### src/rtl/maple_bus_xfer_sched.sv
// rtl/maple_bus_xfer_sched.sv - Maple bus half-duplex transaction sequencer (TX, turnaround, RX wait, gap).
// Optional timeout retry is enabled by defining MAPLE_SCHED_RETRY_EN.
module maple_bus_xfer_sched #(
  parameter int TO_W        = 24,
  parameter int TURN_CYCLES = 8,
  parameter int GAP_CYCLES  = 16,
  parameter int MAX_RETRY   = 2
) (
  input  logic            ACLK,
  input  logic            ARESET,
  input  logic            start_i,
  input  logic            abort_i,
  input  logic [TO_W-1:0] timeout_cycles_i,
  output logic            tx_start_o,
  input  logic            tx_done_i,
  output logic            bus_oe_o,
  output logic            rx_arm_o,
  input  logic            rx_frame_done_i,
  input  logic            rx_error_i,
  output logic            busy_o,
  output logic            done_o,
  output logic [1:0]      status_o,
  output logic [1:0]      retries_o
);

  localparam int PH_MAX = (TURN_CYCLES > GAP_CYCLES) ? TURN_CYCLES : GAP_CYCLES;
  localparam int PH_W   = $clog2(PH_MAX + 1);

  localparam logic [1:0] ST_OK      = 2'b00;
  localparam logic [1:0] ST_TIMEOUT = 2'b01;
  localparam logic [1:0] ST_RX_ERR  = 2'b10;
  localparam logic [1:0] ST_ABORT   = 2'b11;

  if (TURN_CYCLES < 1 || GAP_CYCLES < 1 || MAX_RETRY < 0 || MAX_RETRY > 3) begin : g_bad_param
    $error("maple_bus_xfer_sched: illegal parameter value");
  end

  typedef enum logic [2:0] {
    S_IDLE, S_TX, S_TURN, S_RX_WAIT, S_DONE, S_GAP
  } state_t;

  state_t            state_q, state_d;
  logic [TO_W-1:0]   to_lat_q, to_lat_d;
  logic [TO_W-1:0]   to_cnt_q, to_cnt_d;
  logic [PH_W-1:0]   ph_q, ph_d;
  logic [1:0]        status_q, status_d;
  logic              tx_start_q, tx_start_d;
  logic              bus_oe_q, bus_oe_d;
  logic              rx_arm_q, rx_arm_d;
  logic              busy_q, busy_d;
  logic              done_q, done_d;
  logic              active;
  logic              expired;
`ifdef MAPLE_SCHED_RETRY_EN
  logic [1:0]        retries_q, retries_d;
  logic              retry_pend_q, retry_pend_d;
`endif

  always_comb begin
    state_d    = state_q;
    to_lat_d   = to_lat_q;
    to_cnt_d   = to_cnt_q;
    ph_d       = ph_q;
    status_d   = status_q;
    tx_start_d = 1'b0;
`ifdef MAPLE_SCHED_RETRY_EN
    retries_d    = retries_q;
    retry_pend_d = retry_pend_q;
`endif
    active  = (state_q == S_TX) || (state_q == S_TURN) || (state_q == S_RX_WAIT);
    // A latched timeout of zero disables expiry entirely.
    expired = (to_lat_q != '0) && (to_cnt_q == TO_W'(1));

    case (state_q)
      S_IDLE: begin
        if (start_i) begin
          state_d    = S_TX;
          tx_start_d = 1'b1;
          to_lat_d   = timeout_cycles_i;
`ifdef MAPLE_SCHED_RETRY_EN
          retries_d    = 2'd0;
          retry_pend_d = 1'b0;
`endif
        end
      end
      S_TX: begin
        if (tx_done_i) begin
          state_d = S_TURN;
          ph_d    = PH_W'(TURN_CYCLES - 1);
        end
      end
      S_TURN: begin
        to_cnt_d = to_lat_q;
        if (ph_q == '0) state_d = S_RX_WAIT;
        else            ph_d    = ph_q - 1'b1;
      end
      S_RX_WAIT: begin
        if (to_lat_q != '0) to_cnt_d = to_cnt_q - 1'b1;
        // Error outranks a frame in the same cycle; a frame outranks expiry.
        if (rx_error_i) begin
          state_d  = S_DONE;
          status_d = ST_RX_ERR;
        end else if (rx_frame_done_i) begin
          state_d  = S_DONE;
          status_d = ST_OK;
        end else if (expired) begin
`ifdef MAPLE_SCHED_RETRY_EN
          if (retries_q < 2'(MAX_RETRY)) begin
            state_d      = S_GAP;
            ph_d         = PH_W'(GAP_CYCLES - 1);
            retry_pend_d = 1'b1;
          end else begin
            state_d  = S_DONE;
            status_d = ST_TIMEOUT;
          end
`else
          state_d  = S_DONE;
          status_d = ST_TIMEOUT;
`endif
        end
      end
      S_DONE: begin
        state_d = S_GAP;
        ph_d    = PH_W'(GAP_CYCLES - 1);
      end
      S_GAP: begin
        if (ph_q == '0) begin
`ifdef MAPLE_SCHED_RETRY_EN
          if (retry_pend_q) begin
            state_d      = S_TX;
            tx_start_d   = 1'b1;
            retries_d    = retries_q + 1'b1;
            retry_pend_d = 1'b0;
          end else begin
            state_d = S_IDLE;
          end
`else
          state_d = S_IDLE;
`endif
        end else begin
          ph_d = ph_q - 1'b1;
        end
      end
      default: state_d = S_IDLE;
    endcase

    if (abort_i && active) begin
      state_d    = S_DONE;
      status_d   = ST_ABORT;
      tx_start_d = 1'b0;
    end

    // Outputs are decoded from the next state so they are registered yet state-aligned.
    bus_oe_d = (state_d == S_TX);
    rx_arm_d = (state_d == S_RX_WAIT);
    busy_d   = (state_d != S_IDLE);
    done_d   = (state_d == S_DONE);
  end

  always_ff @(posedge ACLK) begin
    if (ARESET) begin
      state_q    <= S_IDLE;
      to_lat_q   <= '0;
      to_cnt_q   <= '0;
      ph_q       <= '0;
      status_q   <= ST_OK;
      tx_start_q <= 1'b0;
      bus_oe_q   <= 1'b0;
      rx_arm_q   <= 1'b0;
      busy_q     <= 1'b0;
      done_q     <= 1'b0;
`ifdef MAPLE_SCHED_RETRY_EN
      retries_q    <= 2'd0;
      retry_pend_q <= 1'b0;
`endif
    end else begin
      state_q    <= state_d;
      to_lat_q   <= to_lat_d;
      to_cnt_q   <= to_cnt_d;
      ph_q       <= ph_d;
      status_q   <= status_d;
      tx_start_q <= tx_start_d;
      bus_oe_q   <= bus_oe_d;
      rx_arm_q   <= rx_arm_d;
      busy_q     <= busy_d;
      done_q     <= done_d;
`ifdef MAPLE_SCHED_RETRY_EN
      retries_q    <= retries_d;
      retry_pend_q <= retry_pend_d;
`endif
    end
  end

  assign tx_start_o = tx_start_q;
  assign bus_oe_o   = bus_oe_q;
  assign rx_arm_o   = rx_arm_q;
  assign busy_o     = busy_q;
  assign done_o     = done_q;
  assign status_o   = status_q;
`ifdef MAPLE_SCHED_RETRY_EN
  assign retries_o  = retries_q;
`else
  assign retries_o  = 2'd0;
`endif

endmodule
### config.mk
export PLATFORM = sky130hd
export DESIGN_NAME = maple_bus_xfer_sched
export DESIGN_NICKNAME = d
export VERILOG_FILES = /design/src/rtl/maple_bus_xfer_sched.sv
export SDC_FILE = /design/constraint.sdc
export NUM_CORES = 1
export LEC_CHECK = 0
export BUFFER_PORTS_ARGS = -buffer_cell sky130_fd_sc_hd__clkbuf_2
export CAP_MARGIN = 10
export CORE_MARGIN = 2
export CORE_UTILIZATION = 46
export CTS_BUF_LIST = sky130_fd_sc_hd__clkbuf_8
export DETAILED_ROUTE_END_ITERATION = 8
export HOLD_SLACK_MARGIN = 0.12
export PLACE_DENSITY = 0.71
export SETUP_SLACK_MARGIN = 0.02
export SLEW_MARGIN = 20
export SYNTH_ARGS = -nofsm -noshare
export SYNTH_HDL_FRONTEND = slang
export SYNTH_SLANG_ARGS = --single-unit
export TNS_END_PERCENT = 30
### constraint.sdc
create_clock -name ACLK -period 3.08 [get_ports ACLK]
set_input_delay 0.77 -clock ACLK [delete_from_list [all_inputs] [get_ports ACLK]]
set_output_delay 0.77 -clock ACLK [all_outputs]
set_load 0.05 [all_outputs]
# After elaboration in Yosys (flattened, before gate mapping)
# Cells that the tools add are included.
# totals
reg_bits,63
latch_bits,0
ramBits,0
mem_bits_ro,0
input_bits,31
n_memories,0
# op_classes
n_addsub,2
mul,0
n_div,0
order_cmp,0
n_eq_ne,12
shifts,0
mux,20
n_bitwise,1
n_reduce_logical,18
# ops
cell,n
24-bit one-hot mux with 2 select lines,1
"24-bit by 1-bit equality test with 1-bit output, second input constant",1
24-bit 2-to-1 mux,1
3-bit 2-to-1 mux,8
24-bit nonzero test,1
"24-bit by 1-bit subtractor with 24-bit output, second input constant",1
3-bit one-hot mux with 6 select lines,1
5-bit one-hot mux with 3 select lines,1
2-bit 2-to-1 mux,5
5-bit 2-to-1 mux,2
"3-bit by 2-bit equality test with 1-bit output, second input constant",3
"3-bit equality test, second input constant",3
"3-bit by 1-bit equality test with 1-bit output, second input constant",2
2-bit AND reduction,3
3-bit nonzero test,2
5-bit logical NOT,1
"5-bit by 1-bit subtractor with 5-bit output, second input constant",1
"2-bit inequality test, second input constant",2
2-bit nonzero test,2
4-bit nonzero test,1
3-bit logical NOT,1
3-bit AND reduction,1
3-bit OR reduction,1
1-bit logical AND,2
other kinds (5),6

# Logic depth before layout (Yosys ltp)
# logic_depth
ltp_word,8
depth_mapped,8
mapped_depth_nobuf,7

# Least setup slack after synthesis
# OpenSTA, ideal clock, no wires.
# synth_path
path_type,register to register
start,reg to_cnt_q[0]
end,reg to_cnt_q[20]
setup_ns,0.115
arrival_time_ns,2.136
required_ns,2.965
path_slack_ns,0.829
path_stages_with_launch,8
n_path_buf,0
period_less_slack_ns,2.251
path_cell_list,dfxtp_1 > inv_1 > ha_1 > or4b_4 > or4_4 > o32ai_2 > a211oi_1 > o21a_1
# synth_via
elab_chain_len,3
# synth_rtl
item,line_no,source
from (decl),44,"logic [TO_W-1:0] to_cnt_q, to_cnt_d;"
from (signal assigned),179,to_cnt_q <= to_cnt_d;
24-bit by 1-bit subtractor with 24-bit output,98,if (to_lat_q != '0) to_cnt_d = to_cnt_q - 1'b1;
24-bit 2-to-1 mux,98,
24-bit one-hot mux with 2 select lines,74,case (state_q)
# Every way passes these cells. The select of a mux whose other input is x is not followed.
# A chain may end at the register's enable or synchronous reset.

# Final worst setup path
# Ends and elaborated chain as after synthesis.

==> metrics.md <==
| Metric | Value |
|---|---|
| Final setup fails | 0 |
| F_max | 412.0 MHz |
| GRT Residual Overflow | 0 |
| Critical Path, Cell by Cell | inv_1 > ha_1 > or4b_4 > or4_4 > o32ai_2 > a211oi_1 > o21a_1 |
| Hold wc startpoint | to_lat_q[0]$_SDFFE_PP0P_ |
| Tightest Hold Check Type | register to register |
| Worst Hold Endpoint | to_lat_q[0]$_SDFFE_PP0P_ |
| Core area | 7214 sq um |
| Power Dens Cells | 685.7 nW/um^2 |
| FF+latch area | 1261 sq um |
| Tightest Pin Transition | 860.7 ps |
| H-Tree Level Count | 3 |
| CTS Buf Count | 9 |
| Fillers | 701 |
| Setup TNS | 0 ps |
| Total Die Area | 8088 sq um |
| Clock-pin slew on the worst setup and hold paths | 70 ps |
| Synth cell count leaders | nand2_1 (80), dfxtp_1 (63), a21oi_1 (57) |
| Post-synth top area share | 37.13% |
| Synthesized area per cell | 7.738 sq um |
| Iter 0 DRT Violations | 297 |
| Max incr delay on CP | 590 ps |
| Synth Instances | 439 |
| Vias in the first global route | 3141 |
| CTS tree | built |
| Post-layout min period | 2427 ps |
| Drt pass-1 iters | 5 |
| Max Cap Viol | 0 |
| Post-synth EDFFs | 0 |
| Hold WS | 471.6 ps |
| # nets final | 501 |
| Critical path's slowest cell | or4_4 |
| Postcts setup bufs | 0 |
| CTS resizes | 0 |
| Final Wtd Congestion | 0.9198 |
| Routed vias/inst | 5.981 |
| Clock Skew | 6.854 ps |
| Share of cells above drive strength 1 | 16.53% |
| Leak | 0.001448 uW |
| Antenna cells | 0 |
| Final Max Tran Viols | 0 |
| Register bit total from synthesis | 63 |
| Synth-to-Final Area Change | 14.07% |
| Io pins | 40 |
| First-pass GRT wire length | 15.15 mm |
| Final wirelength | 8.880 mm |
| Largest net degree at the start of global routing | 37 |
| Hold Crit Depth | 2 |
| Critical Path Fanout Max | 6 |
| Row cnt | 31 |
| Initial antenna violation count | 0 |
| Ys async rst share | 0% |
| Worst EP required | 3330 ps |
| Top cells by area, synth | dfxtp_1 (37%), nand2_1 (8.8%), a21oi_1 (8.4%), nor2_1 (3.3%), clkbuf_1 (2.8%) |
| CTS Hold Buffers Added | 0 |
| GRT Overall Usage | 22.50% |
| R2R depth | 7 |
| Worst relative slew slack | 42.62% |
| CTS Root Cell | clkbuf_8 |
| Post-synth top area cell | dfxtp_1 |
| Synth Flop Type | dfxtp_1 |
| Clk_lat worst skew | 350 ps |
| RSZ-0062 raised after global routing | false |
| Clk sinks | 63 |
| Cell variety after synth | 68 |
| Reg2reg setup slack | 650 ps |
| Multi-input logic area | 1992 sq um |
| Die extent in x | 89.94 um |
| Crit path kind | register to register |
| Crit end category | register |
| Post-synthesis sequential area ratio | 37.13% |
| Synthesized area | 3397 sq um |
| FF-to-FF Start | to_cnt_q[0]$_SDFFE_PP0P_ |
| Post-route DRC | 0 |
| Routed length per instance | 15.55 um |
| Reg-to-reg endpoint | to_cnt_q[20]$_SDFFE_PP0P_ |
| Period utilization | 78.80% |
| Most numerous cell in the Yosys netlist | nand2_1 |
| Worst Path Arrival | 2680 ps |
| Starting Density | 47.09% |
| Dpl hpwl | 6.007 mm |
| Peak VDD IR | 348.3 uV |
| PortBufs | 37 |
| Status | finished, final reports clean |
| CTS max path bufs | 2 |
| CP top delay family | simple AND/OR/NAND/NOR gates |
| Crit start category | register |
| Worst Path Buf+Inv | 1 |
| DR vias | 3415 |
| Die height | 89.94 um |
| Number of routed nets with antenna violations | 0 |
| Hold Vio Cnt, Final | 0 |
| Synth Warn # | 0 |
-- report_power, final --
group          switching [uW]  total, uW  internal, uW
Sequential                102       1010           911
Combinational             578        898           320
Clock                     349        746           398
Total                    1030       2660          1630
-- worst max path at each step --
| stage | start | end | slack [ps] | cells after the start |
|---|---|---|---|---|
| 2_1_floorplan | to_cnt_q[0]$_SDFFE_PP0P_ | to_cnt_q[20]$_SDFFE_PP0P_ | 830 | 7 |
| 3_3_place_gp | to_cnt_q[0]$_SDFFE_PP0P_ | to_cnt_q[20]$_SDFFE_PP0P_ | 780 | 7 |
| 3_5_place_dp | to_cnt_q[0]$_SDFFE_PP0P_ | to_cnt_q[20]$_SDFFE_PP0P_ | 680 | 7 |
| 4_1_cts | to_cnt_q[0]$_SDFFE_PP0P_ | to_cnt_q[20]$_SDFFE_PP0P_ | 660 | 7 |
| 5_1_grt | to_cnt_q[0]$_SDFFE_PP0P_ | to_cnt_q[16]$_SDFFE_PP0P_ | 540 | 7 |
| 6_report | to_cnt_q[0]$_SDFFE_PP0P_ | to_cnt_q[20]$_SDFFE_PP0P_ | 650 | 7 |
-- tightest hold or removal path, stage by stage, from the launching register on --
cell and delay (ps):
dfxtp_1 320, nand2_1 50, a21oi_1 50
-- stage by stage --
step	instance area [sq um]	utilization (%)	setup slack, ps	total power (uW)	std cells
global placement	3667	50.83	776.8	1890	555
floorplan	3401	-	829.1	1676	440
global route	3875	53.71	536.7	2816	571
finish	3875	53.71	653.1	2657	571
detailed placement	3667	50.83	680.9	1906	555
CTS	3875	53.71	664.0	2658	571
-- sequential cells by signal (all words and copies together) (netlist names) --
register    flops
tx_start_o      1
to_lat_q       24
bus_oe_o        1
status_o        2
ph_q            5
done_o          1
rx_arm_o        1
to_cnt_q       24
busy_o          1
state_q         3
-- placed cells by master, fill, tap and decap left out, types with 6 or more instances in the layout --
cell type	n
a21oi_1	57
a31oi_1	7
buf_4	10
clkbuf_2	37
clkbuf_8	10
dfxtp_1	63
inv_1	7
nand2_1	80
nand2b_1	12
nand3_1	6
nand3b_1	6
nand4_1	6
nor2_1	30
nor3_1	10
nor4_1	10
o21ai_0	8
o21ai_1	15
-- per-layer routing --
metal / GRT usage, % / part of all wire [%]
met5: 0 / 0
met4: 7.564 / 1.2
met3: 5.197 / 6.5
met2: 34.09 / 44
met1: 31.67 / 48
-- final cells by class --
type | count | share of cell area (%)
Inverter | 8 | 0.7749
Timing Repair Buffer | 47 | 6.716
Clock buffer | 10 | 3.552
Sequential cell | 63 | 32.55
Tap cell | 99 | 3.197
Clock inverter | 6 | 1.808
Multi-Input combinational cell | 338 | 51.40
-- kinds of logic (layout without fill, tap and decap cells) --
kind of cell	count (synthesis)	in the layout	share of synthesized area, %
AO/OA/AOI/OAI	137	137	26.93
XOR/XNOR	2	2	0.5157
adder cells (fa/ha/maj)	3	3	1.105
buffers and inverters	39	71	4.641
flip-flops	63	63	37.13
multiplexers	2	2	0.6261
other	1	2	0.1104
AND/OR/NAND/NOR	192	192	28.95
No activity file was read; power rests on OpenSTA's default activity.
